<file path="src/rtl/lcd_mode_sequencer_pkg.sv">
// Shared LCD timing constants, render-mode encoding and STAT source layout
// used by the mode sequencer, its STAT interrupt block and their users.
package lcd_mode_sequencer_pkg;

  localparam logic [8:0] LCD_DOTS_PER_LINE = 9'd456;
  localparam logic [8:0] LCD_OAM_DOTS      = 9'd80;
  localparam logic [8:0] LCD_XFER_DOTS     = 9'd172;
  localparam logic [7:0] LCD_LINES         = 8'd144;
  localparam logic [7:0] LCD_TOTAL_LINES   = 8'd154;

  // Encoding matches the two STAT mode bits seen by the CPU.
  typedef enum logic [1:0] {
    RENDER_HBLANK = 2'd0,
    RENDER_VBLANK = 2'd1,
    RENDER_OAM    = 2'd2,
    RENDER_BOTH   = 2'd3
  } RenderMode;

  // Bit order matches the stat_ie enable vector.
  typedef struct packed {
    logic lyc;
    logic mode2;
    logic mode1;
    logic mode0;
  } StatSources;

  function automatic RenderMode mode_for(input logic [8:0] dot_x, input logic [7:0] ly);
    if (ly >= LCD_LINES) begin
      return RENDER_VBLANK;
    end else if (dot_x < LCD_OAM_DOTS) begin
      return RENDER_OAM;
    end else if (dot_x < LCD_OAM_DOTS + LCD_XFER_DOTS) begin
      return RENDER_BOTH;
    end else begin
      return RENDER_HBLANK;
    end
  endfunction

endpackage

</file>
<file path="src/rtl/lcd_mode_sequencer_if.sv">
// Register-file side controls in, timing/status outputs back out.
// master = register file / consumers, slave = the sequencer.
interface lcd_mode_sequencer_if;

  logic                                 dot_en;
  logic                                 lcd_enable;
  logic [3:0]                           stat_ie;
  logic [7:0]                           lyc;
  logic [7:0]                           ly;
  logic [8:0]                           dot_x;
  lcd_mode_sequencer_pkg::RenderMode    mode;
  logic                                 coincidence;
  logic                                 line_start;
  logic                                 stat_irq;
  logic                                 vblank_irq;
  logic                                 cpu_vram_ok;
  logic                                 cpu_oam_ok;

  modport master (
    output dot_en, lcd_enable, stat_ie, lyc,
    input  ly, dot_x, mode, coincidence, line_start, stat_irq, vblank_irq,
           cpu_vram_ok, cpu_oam_ok
  );

  modport slave (
    input  dot_en, lcd_enable, stat_ie, lyc,
    output ly, dot_x, mode, coincidence, line_start, stat_irq, vblank_irq,
           cpu_vram_ok, cpu_oam_ok
  );

endinterface

</file>
<file path="src/rtl/lcd_mode_sequencer_stat_irq.sv">
// STAT interrupt combiner: masks the four sources and pulses on rising edges.
// Define STAT_IRQ_BLOCKING_EN to fire only on the OR-ed line's 0->1 edge.
module lcd_stat_irq
  import lcd_mode_sequencer_pkg::*;
(
  input  logic       clk,
  input  logic       rst,
  input  RenderMode  mode,
  input  logic       coincidence,
  input  logic [3:0] stat_ie,
  input  logic       lcd_enable,
  output logic       stat_irq
);

  StatSources raw;
  logic [3:0] raw_bits;
  logic [3:0] masked;
  logic [3:0] hist_reg;
  logic       stat_irq_reg;
  logic       irq_next;

  assign raw.lyc   = coincidence;
  assign raw.mode2 = (mode == RENDER_OAM);
  assign raw.mode1 = (mode == RENDER_VBLANK);
  assign raw.mode0 = (mode == RENDER_HBLANK);
  assign raw_bits  = raw;

  for (genvar gi = 0; gi < 4; gi++) begin : g_mask
    assign masked[gi] = raw_bits[gi] & stat_ie[gi];
  end

  always_comb begin
`ifdef STAT_IRQ_BLOCKING_EN
    irq_next = (|masked) && !(|hist_reg);
`else
    irq_next = |(masked & ~hist_reg);
`endif
  end

  // History is dropped while the LCD is off so re-enabling starts clean.
  always_ff @(posedge clk or posedge rst) begin
    if (rst) begin
      hist_reg     <= '0;
      stat_irq_reg <= 1'b0;
    end else if (!lcd_enable) begin
      hist_reg     <= '0;
      stat_irq_reg <= 1'b0;
    end else begin
      hist_reg     <= masked;
      stat_irq_reg <= irq_next;
    end
  end

  assign stat_irq = stat_irq_reg;

endmodule

</file>
<file path="src/rtl/lcd_mode_sequencer.sv">
// LCD dot/line timing, render-mode sequencing, LY/LYC compare and CPU grants.
// STAT_IRQ_BLOCKING_EN selects the combined-line STAT interrupt behaviour.
module lcd_mode_sequencer
  import lcd_mode_sequencer_pkg::*;
(
  input  logic                 clk,
  input  logic                 rst,
  lcd_mode_sequencer_if.slave  bus
);

  logic       started_reg;
  logic [8:0] dot_x_reg, dot_x_next;
  logic [7:0] ly_reg, ly_next;
  RenderMode  mode_reg, mode_next;
  logic       coincidence_reg;
  logic       line_start_reg;
  logic       vblank_irq_reg;
  logic       cpu_vram_ok_reg;
  logic       cpu_oam_ok_reg;
  logic       stat_irq_w;

  // The first strobe after enable lands on dot 0 of line 0 instead of advancing.
  always_comb begin
    dot_x_next = dot_x_reg;
    ly_next    = ly_reg;
    if (bus.dot_en) begin
      if (!started_reg) begin
        dot_x_next = 9'd0;
        ly_next    = 8'd0;
      end else if (dot_x_reg == LCD_DOTS_PER_LINE - 9'd1) begin
        dot_x_next = 9'd0;
        ly_next    = (ly_reg == LCD_TOTAL_LINES - 8'd1) ? 8'd0 : ly_reg + 8'd1;
      end else begin
        dot_x_next = dot_x_reg + 9'd1;
      end
    end
    mode_next = mode_for(dot_x_next, ly_next);
  end

  always_ff @(posedge clk or posedge rst) begin
    if (rst) begin
      started_reg     <= 1'b0;
      dot_x_reg       <= 9'd0;
      ly_reg          <= 8'd0;
      mode_reg        <= RENDER_HBLANK;
      coincidence_reg <= 1'b0;
      line_start_reg  <= 1'b0;
      vblank_irq_reg  <= 1'b0;
      cpu_vram_ok_reg <= 1'b1;
      cpu_oam_ok_reg  <= 1'b1;
    end else if (!bus.lcd_enable) begin
      started_reg     <= 1'b0;
      dot_x_reg       <= 9'd0;
      ly_reg          <= 8'd0;
      mode_reg        <= RENDER_HBLANK;
      coincidence_reg <= 1'b0;
      line_start_reg  <= 1'b0;
      vblank_irq_reg  <= 1'b0;
      cpu_vram_ok_reg <= 1'b1;
      cpu_oam_ok_reg  <= 1'b1;
    end else begin
      // LY==LYC tracks lyc writes every clock, not just on dot strobes.
      coincidence_reg <= (ly_next == bus.lyc);
      line_start_reg  <= bus.dot_en && (dot_x_next == 9'd0) && (ly_next < LCD_LINES);
      vblank_irq_reg  <= bus.dot_en && started_reg &&
                         (ly_reg == LCD_LINES - 8'd1) && (ly_next == LCD_LINES);
      if (bus.dot_en) begin
        started_reg     <= 1'b1;
        dot_x_reg       <= dot_x_next;
        ly_reg          <= ly_next;
        mode_reg        <= mode_next;
        cpu_oam_ok_reg  <= !((mode_next == RENDER_OAM) || (mode_next == RENDER_BOTH));
        cpu_vram_ok_reg <= (mode_next != RENDER_BOTH);
      end
    end
  end

  lcd_stat_irq u_stat_irq (
    .clk         (clk),
    .rst         (rst),
    .mode        (mode_reg),
    .coincidence (coincidence_reg),
    .stat_ie     (bus.stat_ie),
    .lcd_enable  (bus.lcd_enable),
    .stat_irq    (stat_irq_w)
  );

  assign bus.ly          = ly_reg;
  assign bus.dot_x       = dot_x_reg;
  assign bus.mode        = mode_reg;
  assign bus.coincidence = coincidence_reg;
  assign bus.line_start  = line_start_reg;
  assign bus.vblank_irq  = vblank_irq_reg;
  assign bus.cpu_vram_ok = cpu_vram_ok_reg;
  assign bus.cpu_oam_ok  = cpu_oam_ok_reg;
  assign bus.stat_irq    = stat_irq_w;

endmodule

</file>
<file path="src/flat_wrapper.sv">
// flat-port wrapper written by rule: the top's interface ports become plain ports
module lcd_mode_sequencer_flat import lcd_mode_sequencer_pkg::*;
  (clk, rst, bus_dot_en, bus_lcd_enable, bus_stat_ie, bus_lyc, bus_ly, bus_dot_x, bus_mode, bus_coincidence, bus_line_start, bus_stat_irq, bus_vblank_irq, bus_cpu_vram_ok, bus_cpu_oam_ok);
  lcd_mode_sequencer_if bus_i ();
  input  logic clk;
  input  logic rst;
  input wire logic [$bits(bus_i.dot_en)-1:0] bus_dot_en;
  input wire logic [$bits(bus_i.lcd_enable)-1:0] bus_lcd_enable;
  input wire logic [$bits(bus_i.stat_ie)-1:0] bus_stat_ie;
  input wire logic [$bits(bus_i.lyc)-1:0] bus_lyc;
  output wire logic [$bits(bus_i.ly)-1:0] bus_ly;
  output wire logic [$bits(bus_i.dot_x)-1:0] bus_dot_x;
  output wire logic [$bits(bus_i.mode)-1:0] bus_mode;
  output wire logic [$bits(bus_i.coincidence)-1:0] bus_coincidence;
  output wire logic [$bits(bus_i.line_start)-1:0] bus_line_start;
  output wire logic [$bits(bus_i.stat_irq)-1:0] bus_stat_irq;
  output wire logic [$bits(bus_i.vblank_irq)-1:0] bus_vblank_irq;
  output wire logic [$bits(bus_i.cpu_vram_ok)-1:0] bus_cpu_vram_ok;
  output wire logic [$bits(bus_i.cpu_oam_ok)-1:0] bus_cpu_oam_ok;
  assign bus_i.dot_en = bus_dot_en;
  assign bus_i.lcd_enable = bus_lcd_enable;
  assign bus_i.stat_ie = bus_stat_ie;
  assign bus_i.lyc = bus_lyc;
  assign bus_ly = bus_i.ly;
  assign bus_dot_x = bus_i.dot_x;
  assign bus_mode = bus_i.mode;
  assign bus_coincidence = bus_i.coincidence;
  assign bus_line_start = bus_i.line_start;
  assign bus_stat_irq = bus_i.stat_irq;
  assign bus_vblank_irq = bus_i.vblank_irq;
  assign bus_cpu_vram_ok = bus_i.cpu_vram_ok;
  assign bus_cpu_oam_ok = bus_i.cpu_oam_ok;
  lcd_mode_sequencer u_core (.clk(clk), .rst(rst), .bus(bus_i));
endmodule
</file>
<file path="config.mk">
export PLATFORM = sky130hd
export DESIGN_NAME = lcd_mode_sequencer_flat
export DESIGN_NICKNAME = d
export VERILOG_FILES = /design/src/rtl/lcd_mode_sequencer_pkg.sv /design/src/rtl/lcd_mode_sequencer_if.sv /design/src/rtl/lcd_mode_sequencer_stat_irq.sv /design/src/rtl/lcd_mode_sequencer.sv /design/src/flat_wrapper.sv
export SDC_FILE = /design/constraint.sdc
export NUM_CORES = 1
export LEC_CHECK = 0
export BUFFER_PORTS_ARGS = -buffer_cell sky130_fd_sc_hd__buf_2
export CAP_MARGIN = 20
export CORE_AREA = 5 5 56 107
export CTS_CLUSTER_DIAMETER = 100
export DETAILED_ROUTE_END_ITERATION = 7
export DIE_AREA = 0 0 61 112
export GPL_ROUTABILITY_DRIVEN = 1
export GPL_TIMING_DRIVEN = 1
export PLACE_DENSITY_LB_ADDON = 0.05
export SKIP_LAST_GASP = 1
export SLEW_MARGIN = 20
export SYNTH_ARGS = -nofsm -noshare
export SYNTH_HDL_FRONTEND = slang
export SYNTH_SLANG_ARGS = --single-unit
export TNS_END_PERCENT = 10
</file>
<file path="constraint.sdc">
create_clock -name clk -period 3.85 [get_ports clk]
set_clock_uncertainty 0.15 [all_clocks]
set_input_delay 0.385 -clock clk [delete_from_list [all_inputs] [get_ports clk]]
set_output_delay 0.385 -clock clk [all_outputs]
set_load 0.05 [all_outputs]
</file>
==> impl_metrics.json <==
{
  "status": "completed",
  "ant_nets": 0,
  "grt_overflow_total": 0,
  "clock-sinks": 30,
  "async_reset_ff_share_pct": 100,
  "cts-root-buf": "clkbuf_8",
  "remaining_drc_errors": 0,
  "placed_cells": 312,
  "synthCells": 222,
  "first_pass_iters": 4,
  "drv_cap": 0,
  "worstPathCellList": "ha_1 -> nand4_1 -> or4_4 -> and4_4 -> o311a_1 -> a311oi_2 -> nor3_1 -> a21o_1",
  "fp.dieArea_um2": 6830,
  "ys_top_cells_by_area": "dfrtp_1, nor2_1, nor2b_1, nand2_1, o21ai_0",
  "p_sw_share_pct": 25.3,
  "ys_ff_latch": 30,
  "post_cts_buffers": 0,
  "synth_commonest_cells": "dfrtp_1, nor2_1, nand2_1, nor2b_1, o21ai_0",
  "slew_viol_final": 0,
  "p_int_w": 0.000525,
  "grt_pass1_wl_um": 9430,
  "cp_slowest_stage_delay_ns": 0.65,
  "vias": 1849,
  "syn_avg_cell_area_um2": 8.81,
  "multiInputGateArea_um2": 1140,
  "critPathMaxFanout": 8,
  "cp_data_arrival_time_ns": 2.99,
  "post_synth_instance_area_um2": 1960,
  "ys_seq_area_share_pct": 38.5,
  "wl_per_cell_um": 18.1,
  "synth_edf_count": 0,
  "seqPwrFrac_pct": 46.7,
  "seq_area_um2": 753,
  "finalSetupTns_ns": 0,
  "comb_power_share_pct": 10.1,
  "power.density_nw_per_um2": 305,
  "die_h_um": 112,
  "cts_made_buffers": 5,
  "antenna_found_initial": 0,
  "stdcell_area_um2": 2300,
  "period_share_pct": 77.1,
  "io_pins": 41,
  "ctsResizeCount": 0,
  "hpwl_um": 4390,
  "p_leak_nw": 0.981,
  "power.switching_w": 0.000178,
  "grt_max_degree": 31,
  "finalNonFillerCells": 320,
  "ir_worst_vdd_uv": 204,
  "cts_tree": "done",
  "routabilityCongestion": 0.857,
  "start_util_pct": 38.4,
  "htree_levels": 2,
  "relSlewSlack_pct": 65.3,
  "n_fill_cell": 558,
  "grt_pass1_vias": 1849,
  "rows": 37,
  "criticalPathCategory": "flop to flop",
  "hp-class": "input pin to async pin",
  "core_area_um2": 5090,
  "nets": 280,
  "cts_hold_buf": 0,
  "die_width_um": 61,
  "yosysTopAreaCell": "dfrtp_1",
  "power_w": 0.000702,
  "start_kind": "flop",
  "drt_iter0_markers": 77,
  "synth.most_common_cell": "dfrtp_1",
  "clk_pin_slew_worst_paths_ns": 0.07,
  "layout-drive-gt1-share_pct": 21.4,
  "worstMarginPinSlew_ns": 0.513,
  "setup_viol_count_final": 0,
  "path_buf_inv": 0,
  "pwr-share-clk_pct": 43.2,
  "netlist.area_leader.share_pct": 35.8,
  "clk_path_buf_depth": 2,
  "slowest_stage": "or4_4",
  "insertion_delay_ns": 0.28,
  "portBuffers": 40,
  "rsz0062_at_grt": "no",
  "area_growth_syn_to_layout_pct": 17.9,
  "viasPerCell": 5.78,
  "diodes": 0,
  "fin_crit_ns": 2.97,
  "place_area_um2": 2190,
  "hold_viol": 0,
  "cp.required_ns": 3.87,
  "synth_nets": 241,
  "largest_reg_flops": 9,
  "cp-end-kind": "flop",
  "cp_top_family": "simple AND/OR/NAND/NOR gates",
  "grt_usage_pct": 18.2,
  "ys_warn_count": 0,
  "fmax_ghz": 0.337,
  "synth_flop_cell": "dfrtp_1",
  "wl_um": 5800,
  "yosysUniqueCellTypes": 56
}
-- worst reg2reg max path: stages, from the launching register on --
cell and delay (ns):
dfrtp_1 0.44, ha_1 0.29, nand4_1 0.37, or4_4 0.65
and4_4 0.21, o311a_1 0.13, a311oi_2 0.33, nor3_1 0.13
a21o_1 0.16
-- layout make-up --
class	count	area share, %
Tap cell	58	3.15
Clock buffer	8	4.78
Timing Repair Buffer	41	9.01
Sequential cell	30	32.7
Inverter	6	0.977
Multi-Input combinational cell	177	49.4
-- metal layers --
layer  global-route usage, %  wire length (um)  part of all wire [%]
met1                    21.0              2150                    37
met5                       0                 0                     0
met2                    32.4              3280                    57
met3                    2.90               248                   4.3
met4                    6.22               122                   2.1
-- cells in the final DEF (no fill, tap or decap), types with 5 or more instances in the layout --
cell type,netlist,final
dfrtp_1,28,28
inv_1,5,5
o21a_1,6,6
nor2b_1,12,12
xor2_1,5,5
nand3_1,10,10
xnor2_1,5,5
o21ai_0,12,12
nand2_1,17,17
buf_2,0,40
o21ai_1,6,6
clkbuf_8,0,8
and2_1,8,8
nand4_1,6,6
nor2_1,20,20
nor4b_1,5,5
-- cells by family after synthesis --
logic type / share of synthesized area, %
XOR/XNOR: 4.48
flip-flops: 38.5
AND/OR/NAND/NOR: 31.4
adder cells (fa/ha/maj): 1.92
buffers and inverters: 3.26
AO/OA/AOI/OAI: 20.0
multiplexers: 0.512
-- power groups by stage --
stage                     sequential (W)  combinational [W]  clock (W)
after floorplan                 0.000343          0.0000373          0
after global placement          0.000333          0.0000726          0
after detailed placement        0.000333          0.0000727          0
after CTS                       0.000327          0.0000728   0.000315
after global routing            0.000328          0.0000789   0.000322
final                           0.000328          0.0000713   0.000303
-- stage by stage --
step                util (%)  setup slack, ns  hold WS [ns]
global route            45.3            0.704        0.0538
floorplan                  -            0.857         0.324
global placement        43.1            0.971         0.340
finish                  45.3            0.880        0.0289
detailed placement      43.1            0.911         0.341
CTS                     45.3            0.889        0.0359
-- final timing paths --
path                                        from                             to  slack, ns  cells after the start
min                                          rst          u_core.bus.line_start       0.03                      3
min reg2reg                u_core.bus.cpu_oam_ok          u_core.bus.cpu_oam_ok       0.35                      2
max                          u_core.bus.dot_x[0]             u_core.bus.mode[1]       0.88                      8
min in group clk                  bus_stat_ie[3]  u_core.u_stat_irq.hist_reg[3]       0.21                      2
max in group asynchronous                    rst         u_core.bus.cpu_vram_ok       3.20                      3
max reg2reg                  u_core.bus.dot_x[0]             u_core.bus.mode[1]       0.88                      8
(Power assumes the default switching activity.)
